[src/rtl/fetch_ctrl_pkg.sv]
`timescale 1ns/1ps
`default_nettype none
// ============================================================================
// Module   : fetch_ctrl_pkg
// Brief    : Shared state encodings, NOP encoding and PC helper for fetch_ctrl
// Revision : 1.0 - initial release
// ============================================================================
package fetch_ctrl_pkg;

  typedef enum logic [1:0] {
    ST_ISSUE  = 2'd0,
    ST_WAIT   = 2'd1,
    ST_FULL   = 2'd2,
    ST_HALTED = 2'd3
  } fetch_state_t;

  localparam logic [15:0] c_NOP_INSTR = 16'h0800;
  localparam logic [15:0] c_RESET_PC  = 16'h0000;

  // 16-bit wrapping PC adder shared by the sequencer
  function automatic logic [15:0] pc_add(input logic [15:0] a, input logic [15:0] b);
    return a + b;
  endfunction

endpackage
`default_nettype wire

[src/rtl/fetch_buf.sv]
`timescale 1ns/1ps
`default_nettype none
// ============================================================================
// Module   : fetch_buf
// Brief    : One-entry holding register for instruction, PC and PC+step
// Revision : 1.0 - initial release
// ============================================================================
module fetch_buf
  import fetch_ctrl_pkg::*;
(
  input  logic        clk,
  input  logic        rst_n,
  input  logic        i_load,
  input  logic        i_flush,
  input  logic        i_pop,
  input  logic [15:0] i_instr,
  input  logic [15:0] i_pc,
  input  logic [15:0] i_inc_pc,
  output logic        o_valid,
  output logic [15:0] o_instr,
  output logic [15:0] o_pc,
  output logic [15:0] o_inc_pc
);

  logic        r_valid;
  logic [15:0] r_instr;
  logic [15:0] r_pc;
  logic [15:0] r_inc_pc;

  // Payload is only written on load, so flush/pop leave if_* stable
  always_ff @(posedge clk or negedge rst_n) begin
    if (!rst_n) begin
      r_valid  <= 1'b0;
      r_instr  <= c_NOP_INSTR;
      r_pc     <= '0;
      r_inc_pc <= '0;
    end else if (i_load) begin
      r_valid  <= 1'b1;
      r_instr  <= i_instr;
      r_pc     <= i_pc;
      r_inc_pc <= i_inc_pc;
    end else if (i_flush || i_pop) begin
      r_valid  <= 1'b0;
    end
  end

  assign o_valid  = r_valid;
  assign o_instr  = r_instr;
  assign o_pc     = r_pc;
  assign o_inc_pc = r_inc_pc;

endmodule
`default_nettype wire

[src/rtl/fetch_ctrl.sv]
`timescale 1ns/1ps
`default_nettype none
// ============================================================================
// Module   : fetch_ctrl
// Brief    : Fetch sequencer for a multi-cycle instruction memory, one read
//            outstanding, redirect absorption and a one-entry output buffer
// Revision : 1.0 - initial release
// ============================================================================
module fetch_ctrl
  import fetch_ctrl_pkg::*;
#(
  parameter logic [15:0] RESET_PC = c_RESET_PC,
  parameter logic [15:0] PC_STEP  = 16'h0002
)(
  input  logic        clk,
  input  logic        rst_n,
  input  logic        redirect_valid,
  input  logic [15:0] redirect_pc,
  input  logic        halt,
  output logic        mem_en,
  output logic [15:0] mem_addr,
  input  logic        mem_stall,
  input  logic        mem_done,
  input  logic [15:0] mem_rdata,
  input  logic        mem_err,
  output logic        if_valid,
  input  logic        if_ready,
  output logic [15:0] if_instr,
  output logic [15:0] if_pc,
  output logic [15:0] if_inc_pc,
  output logic        err
);

  fetch_state_t r_state, w_state_nxt;
  logic [15:0]  r_pc, w_pc_nxt;
  logic         r_drop, w_drop_nxt;
  logic         r_err, w_err_nxt;

  logic         w_req;
  logic         w_accept;
  logic         w_pop;
  logic         w_done;
  logic         w_load;
  logic [15:0]  w_pc_inc;
  logic [15:0]  w_load_instr;
  logic         w_buf_valid;

  assign w_pc_inc     = pc_add(r_pc, PC_STEP);
  assign w_load_instr = mem_err ? c_NOP_INSTR : mem_rdata;

  always_ff @(posedge clk or negedge rst_n) begin
    if (!rst_n) begin
      r_state <= ST_ISSUE;
      r_pc    <= RESET_PC;
      r_drop  <= 1'b0;
      r_err   <= 1'b0;
    end else begin
      r_state <= w_state_nxt;
      r_pc    <= w_pc_nxt;
      r_drop  <= w_drop_nxt;
      r_err   <= w_err_nxt;
    end
  end

  always_comb begin
    w_state_nxt = r_state;
    w_pc_nxt    = r_pc;
    w_drop_nxt  = r_drop;
    w_err_nxt   = r_err;
    w_req       = 1'b0;

    case (r_state)
      ST_ISSUE:  w_req = !halt && !w_buf_valid;
      ST_FULL:   w_req = if_ready && !halt;
      default:   w_req = 1'b0;
    endcase

    w_accept = w_req && !mem_stall;
    w_pop    = w_buf_valid && if_ready;
    w_done   = (r_state == ST_WAIT) && mem_done;
    w_load   = w_done && !r_drop && !redirect_valid;

    case (r_state)
      ST_ISSUE: begin
        if (halt)            w_state_nxt = ST_HALTED;
        else if (!mem_stall) w_state_nxt = ST_WAIT;
      end
      ST_WAIT: begin
        if (mem_done) begin
          w_drop_nxt  = 1'b0;
          w_state_nxt = (r_drop || redirect_valid) ? ST_ISSUE : ST_FULL;
        end
      end
      ST_FULL: begin
        if (if_ready) begin
          if (halt)            w_state_nxt = ST_HALTED;
          else if (!mem_stall) w_state_nxt = ST_WAIT;
          else                 w_state_nxt = ST_ISSUE;
        end else if (redirect_valid) begin
          w_state_nxt = ST_ISSUE;
        end
      end
      ST_HALTED: begin
        if (!halt)
          w_state_nxt = (w_buf_valid && !if_ready && !redirect_valid) ? ST_FULL : ST_ISSUE;
      end
      default: w_state_nxt = ST_ISSUE;
    endcase

    if (w_load) begin
      w_pc_nxt = w_pc_inc;
      if (mem_err) w_err_nxt = 1'b1;
    end

    // A read accepted or still in flight when a redirect lands is stale
    if (redirect_valid) begin
      w_pc_nxt   = redirect_pc;
      w_drop_nxt = ((r_state == ST_WAIT) && !mem_done) || w_accept;
      if (redirect_pc[0]) w_err_nxt = 1'b1;
    end
  end

  fetch_buf u_fetch_buf (
    .clk      (clk),
    .rst_n    (rst_n),
    .i_load   (w_load),
    .i_flush  (redirect_valid),
    .i_pop    (w_pop),
    .i_instr  (w_load_instr),
    .i_pc     (r_pc),
    .i_inc_pc (w_pc_inc),
    .o_valid  (w_buf_valid),
    .o_instr  (if_instr),
    .o_pc     (if_pc),
    .o_inc_pc (if_inc_pc)
  );

  assign mem_en   = w_req && rst_n;
  assign mem_addr = r_pc;
  assign if_valid = w_buf_valid;
  assign err      = r_err;

endmodule
`default_nettype wire
[config.mk]
export PLATFORM = sky130hd
export DESIGN_NAME = fetch_ctrl
export DESIGN_NICKNAME = d
export VERILOG_FILES = /design/src/rtl/fetch_ctrl_pkg.sv /design/src/rtl/fetch_buf.sv /design/src/rtl/fetch_ctrl.sv
export SDC_FILE = /design/constraint.sdc
export NUM_CORES = 1
export LEC_CHECK = 0
export BUFFER_PORTS_ARGS = -buffer_cell sky130_fd_sc_hd__clkbuf_2
export CAP_MARGIN = 15
export CELL_PAD_IN_SITES_DETAIL_PLACEMENT = 1
export CELL_PAD_IN_SITES_GLOBAL_PLACEMENT = 1
export CORE_ASPECT_RATIO = 1.1
export CORE_UTILIZATION = 41
export CTS_BUF_LIST = sky130_fd_sc_hd__clkbuf_2
export DETAILED_ROUTE_END_ITERATION = 6
export PLACE_DENSITY = 0.91
export SLEW_MARGIN = 20
export SYNTH_ARGS = -nofsm -noshare
export SYNTH_HDL_FRONTEND = slang
export SYNTH_SLANG_ARGS = --single-unit
[constraint.sdc]
create_clock -name clk -period 4.6 [get_ports clk]
set_input_delay 0.69 -clock clk [delete_from_list [all_inputs] [get_ports clk]]
set_output_delay 0.69 -clock clk [all_outputs]
set_load 0.05 [all_outputs]
======== Yosys cells after proc, flatten, opt, wreduce, memory -nomap -nowiden ========
Index checks and enable logic that the tools add are counted.
storage, ports and cells
  register bits after elaboration ......... 69
  input port bits ......................... 40
  output and inout bits ................... 67
operators by class
  $add $sub $neg .......................... 1
  eq/ne operators ......................... 7
  multiplexer cells ....................... 24
  reductions and logical operators ........ 28
operators by type and width
  operator                 count
  $mux W16                 3
  $mux W2                  9
  $add A16 B2 Y16 const B  1
  $logic_and A1 B1 Y1      11
  $mux W1                  10
  $pmux W2 S4              1
  $reduce_bool A2 Y1       4
  $logic_not A1 Y1         7
  $ne A3 B3 Y1 const B     2
  $eq A2 B2 Y1 const B     2
  $ne A2 B2 Y1 const B     2
  $reduce_and A4 Y1        1
  $logic_or A1 B1 Y1       3
  $eq A2 B1 Y1 const B     1
  $logic_not A2 Y1         1
  $pmux W1 S2              1
  $reduce_and A2 Y1        1

======== Logic depth before layout (Yosys ltp) ========
  word-level depth ........................ 7
  depth in mapped cells ................... 6
  mapped depth without buffers ............ 5

======== Modules after synthesis ========
From an unflattened synthesis, not the netlist that was laid out.
second synthesis, totals
  cells, all modules ...................... 280
  area total of the unflattened synthesis .. 3363.2 um2
modules (own cells, without submodules)
  module      times used  cells each  area an instance (um2)  sequential area each (um2)
  fetch_buf   1           104         1858.0                  1227.4
  fetch_ctrl  1           176         1505.2                  500.5

======== Least setup slack after synthesis ========
OpenSTA, ideal clock, no wires.
  kind .................................... in2out
  start ................................... in halt
  end ..................................... out mem_en
  arrival ................................. 1.290 ns
  data required time ...................... 3.910 ns
  setup slack ............................. 2.620 ns
  stages .................................. 2
  path buffers ............................ 0
  cell sequence ........................... nor2_1 > and3b_1
on the way
  word-level cells in the longest chain between the ends .. 4
ends and longest elaborated chain
  what                                           RTL line                            RTL
  start, declared                                fetch_ctrl.sv:19                    input logic halt,
  $logic_not A1 Y1 *                             --
  $logic_and A1 B1 Y1, on equally long branches  fetch_ctrl.sv:74, fetch_ctrl.sv:73
  $pmux W1 S2 *                                  fetch_ctrl.sv:72                    case (r_state)
  $logic_and A1 B1 Y1 *                          fetch_ctrl.sv:138                   assign mem_en = w_req && rst_n;
  end, declared                                  fetch_ctrl.sv:20                    output logic mem_en,
Mark *: on every way between the ends. The rest lies on a longest branch, timed or not.

======== Worst setup path in the final report ========
  start ................................... in rst_n
  end ..................................... out mem_en
on the way
  word-level cells in the longest chain between the ends .. 1
ends and longest elaborated chain
  what                 RTL line           RTL
  start, declared      fetch_ctrl.sv:16   input logic rst_n,
  $logic_and A1 B1 Y1  fetch_ctrl.sv:138
No other way between the ends.

==> metrics.cfg <==
[timing]
hold_slack_ps=270
post-route-period-util=0.556
rsz0062_at_grt=no
slew_headroom=0.413
setup-violations-final=0
slew_violations=0
fmax_ghz=0.391
fin_ws_ps=2040
period_needed_ps=2560
skew_ps=22.6
finalHoldViolations=0
tns_ps=0
worst_pin_slew_ps=880

[clock_network]
clk_pin_slew_worst_paths_ps=190
clkSinkCount=68
cts_tree=yes
ctsResizeCount=0
root_buffer=clkbuf_2
cts_buffers=9
ctsHoldBuffers=0
cts_setup_buffers=0
insertion_delay_ps=500
clock_path_buffers=2
cts-htree-levels=3

[die]
rows=33
core-area_sq_um=7430
start_util=0.421
fp.dieArea_sq_um=7990
fp.dieH_microns=93.7
die_x_microns=85.3
io-pin-count=107

[detailed_routing]
dr.pass1.iters=4
num_vias=2720
ant_nets=0
wl_per_cell_microns=16.0
wl_mm=8.34
vias_per_cell=5.21
drt_iter0_drc=136
drc=0

[placed_design]
hpwl_mm=5.96
place.port_buffers=106
globalplace.congestion=0.758
place_area_sq_um=3660
place_ws_ps=1780

[worst_setup_path]
rrSetupSlack_ps=2350
startpoint_type=primary input
worst_r2r_endpoint=mem_addr[10]$_DFFE_PN0P_
crit_fanout=69
rr_worst_depth=4
timing.rr.start=r_state[0]$_DFFE_PN0P_
end_kind=primary output
path_class=in -> out
cp.required_ps=3910
cp.arrival_ps=1870

[synthesis]
synth_edf_count=0
synth_top_area_cell=dfrtp_1
syn-num-nets=379
seq_area_frac_synth=0.544
synth.top_cell.area_share=0.535
ys.warnings.count=0
ys_async_sr_fraction=1.00
synthTopCellsByArea=dfrtp_1, nand2_1, o21ai_0, xor2_1, nand2b_1
synthFlopType=dfrtp_1
yosys_register_bits=68
syn_inst=338
avgSynthCellArea_sq_um=9.27
netlist_area_sq_um=3130
synth_cell_types=45

[finish]
insertedDiodeCount=0
postLayoutCellArea_sq_um=3760
layout_commonest_cell=clkbuf_2
layout-drive-gt1-share=0.294
finalNetCount=472
area_growth_pct=20.0
layout_common_cells=clkbuf_2, nand2_1, dfrtp_1

[global_routing]
grt_pass1_vias=2622
grt_pass1_wl_mm=13.6
globalRoute.totalOverflow=0
grt_usage=0.222
antenna_found_initial=0
grt_max_degree=70

[pwr]
p_seq_frac=0.369
power_density_nw_per_um2=713
max-vdd-ir-drop_uv=229
power_frac_clock=0.125
finalPower_mw=2.68
combPwrFrac=0.506
switching_power_mw=1.44
internal_power_mw=1.23
p_leak_nw=1.92
p_sw_frac=0.539

[run_status]
status=finished clean

[job]
cap_violations=0

[worst_hold_path]
hp-class=in -> async

[cell families (layout without fill, tap and decap cells)]
kind of cell | after synthesis | in the layout | synth area share
and+or+nand+nor | 162 | 162 | 0.239
DFF | 68 | 68 | 0.544
AOI/OAI and AO/OA | 59 | 59 | 0.112
buffers and inverters | 27 | 124 | 0.0415
xor gates and xnor gates | 19 | 19 | 0.0531
muxes | 2 | 2 | 0.00679
adders and majority gates | 1 | 1 | 0.00399
[how the worst max path moves through the flow]
stage                   startpoint                       end  slack (ps)  cells after the start
floorplan                     halt                    mem_en        2620                      2
global placement    redirect_valid  mem_addr[10]$_DFFE_PN0P_        1930                      5
detailed placement  redirect_valid  mem_addr[10]$_DFFE_PN0P_        1780                      5
CTS                          rst_n                    mem_en        1950                      3
global route                 rst_n                    mem_en        1880                      3
finish                       rst_n                    mem_en        2040                      3
[through the flow]
step | utilization | cells
2_1_floorplan | - | 338
3_3_place_gp | 0.492 | 507
3_5_place_dp | 0.492 | 507
4_1_cts | 0.506 | 522
5_1_grt | 0.506 | 522
6_report | 0.506 | 522
[cell usage after synthesis (2+ instances only)]
cell type / instances
nand2_1: 106
dfrtp_1: 67
o21ai_0: 39
nand2b_1: 16
clkbuf_1: 15
xor2_1: 13
nand3_1: 10
nand4_1: 7
nor2_1: 6
xnor2_1: 6
buf_2: 5
o211ai_1: 5
buf_4: 4
and3_1: 3
o221ai_1: 3
a21oi_1: 2
and4_1: 2
inv_1: 2
[power groups by stage]
stage          Clock (mW)  Combinational [mW]  Sequential (mW)
3_3_place_gp            0                1.33            0.988
5_1_grt             0.371                1.45             1.02
2_1_floorplan           0               0.348             1.67
3_5_place_dp            0                1.37             1.00
4_1_cts             0.340                1.37            0.988
6_report            0.335                1.36            0.987
[area by class of cell]
type | count | area [sq um]
Clock buffer | 12 | 60.1
Clock inverter | 3 | 38.8
Fill cell | 912 | 3670
Inverter | 2 | 7.51
Multi-Input combinational cell | 243 | 1300
Sequential cell | 68 | 1700
Tap cell | 87 | 109
Timing Repair Buffer | 107 | 541
[worst max-delay path, stage by stage]
cell      delay [ps]
buf_4            640
and3b_1          260
clkbuf_2         270
[routing by layer]
metal	share of wire	track usage	wire length, microns
met5	0	0	0
met3	0.050	0.0387	418
met1	0.46	0.314	3850
met4	0.026	0.110	215
met2	0.46	0.331	3860
[registers in the layout, indices dropped and copies added (netlist names)]
name and count:
u_fetch_buf.o_instr 16, r_drop 1, r_state 2, u_fetch_buf.o_pc 15, u_fetch_buf.o_inc_pc 16, err 1, mem_addr 16, u_fetch_buf.o_valid 1
Note: power is estimated with default switching activity, not from simulation.
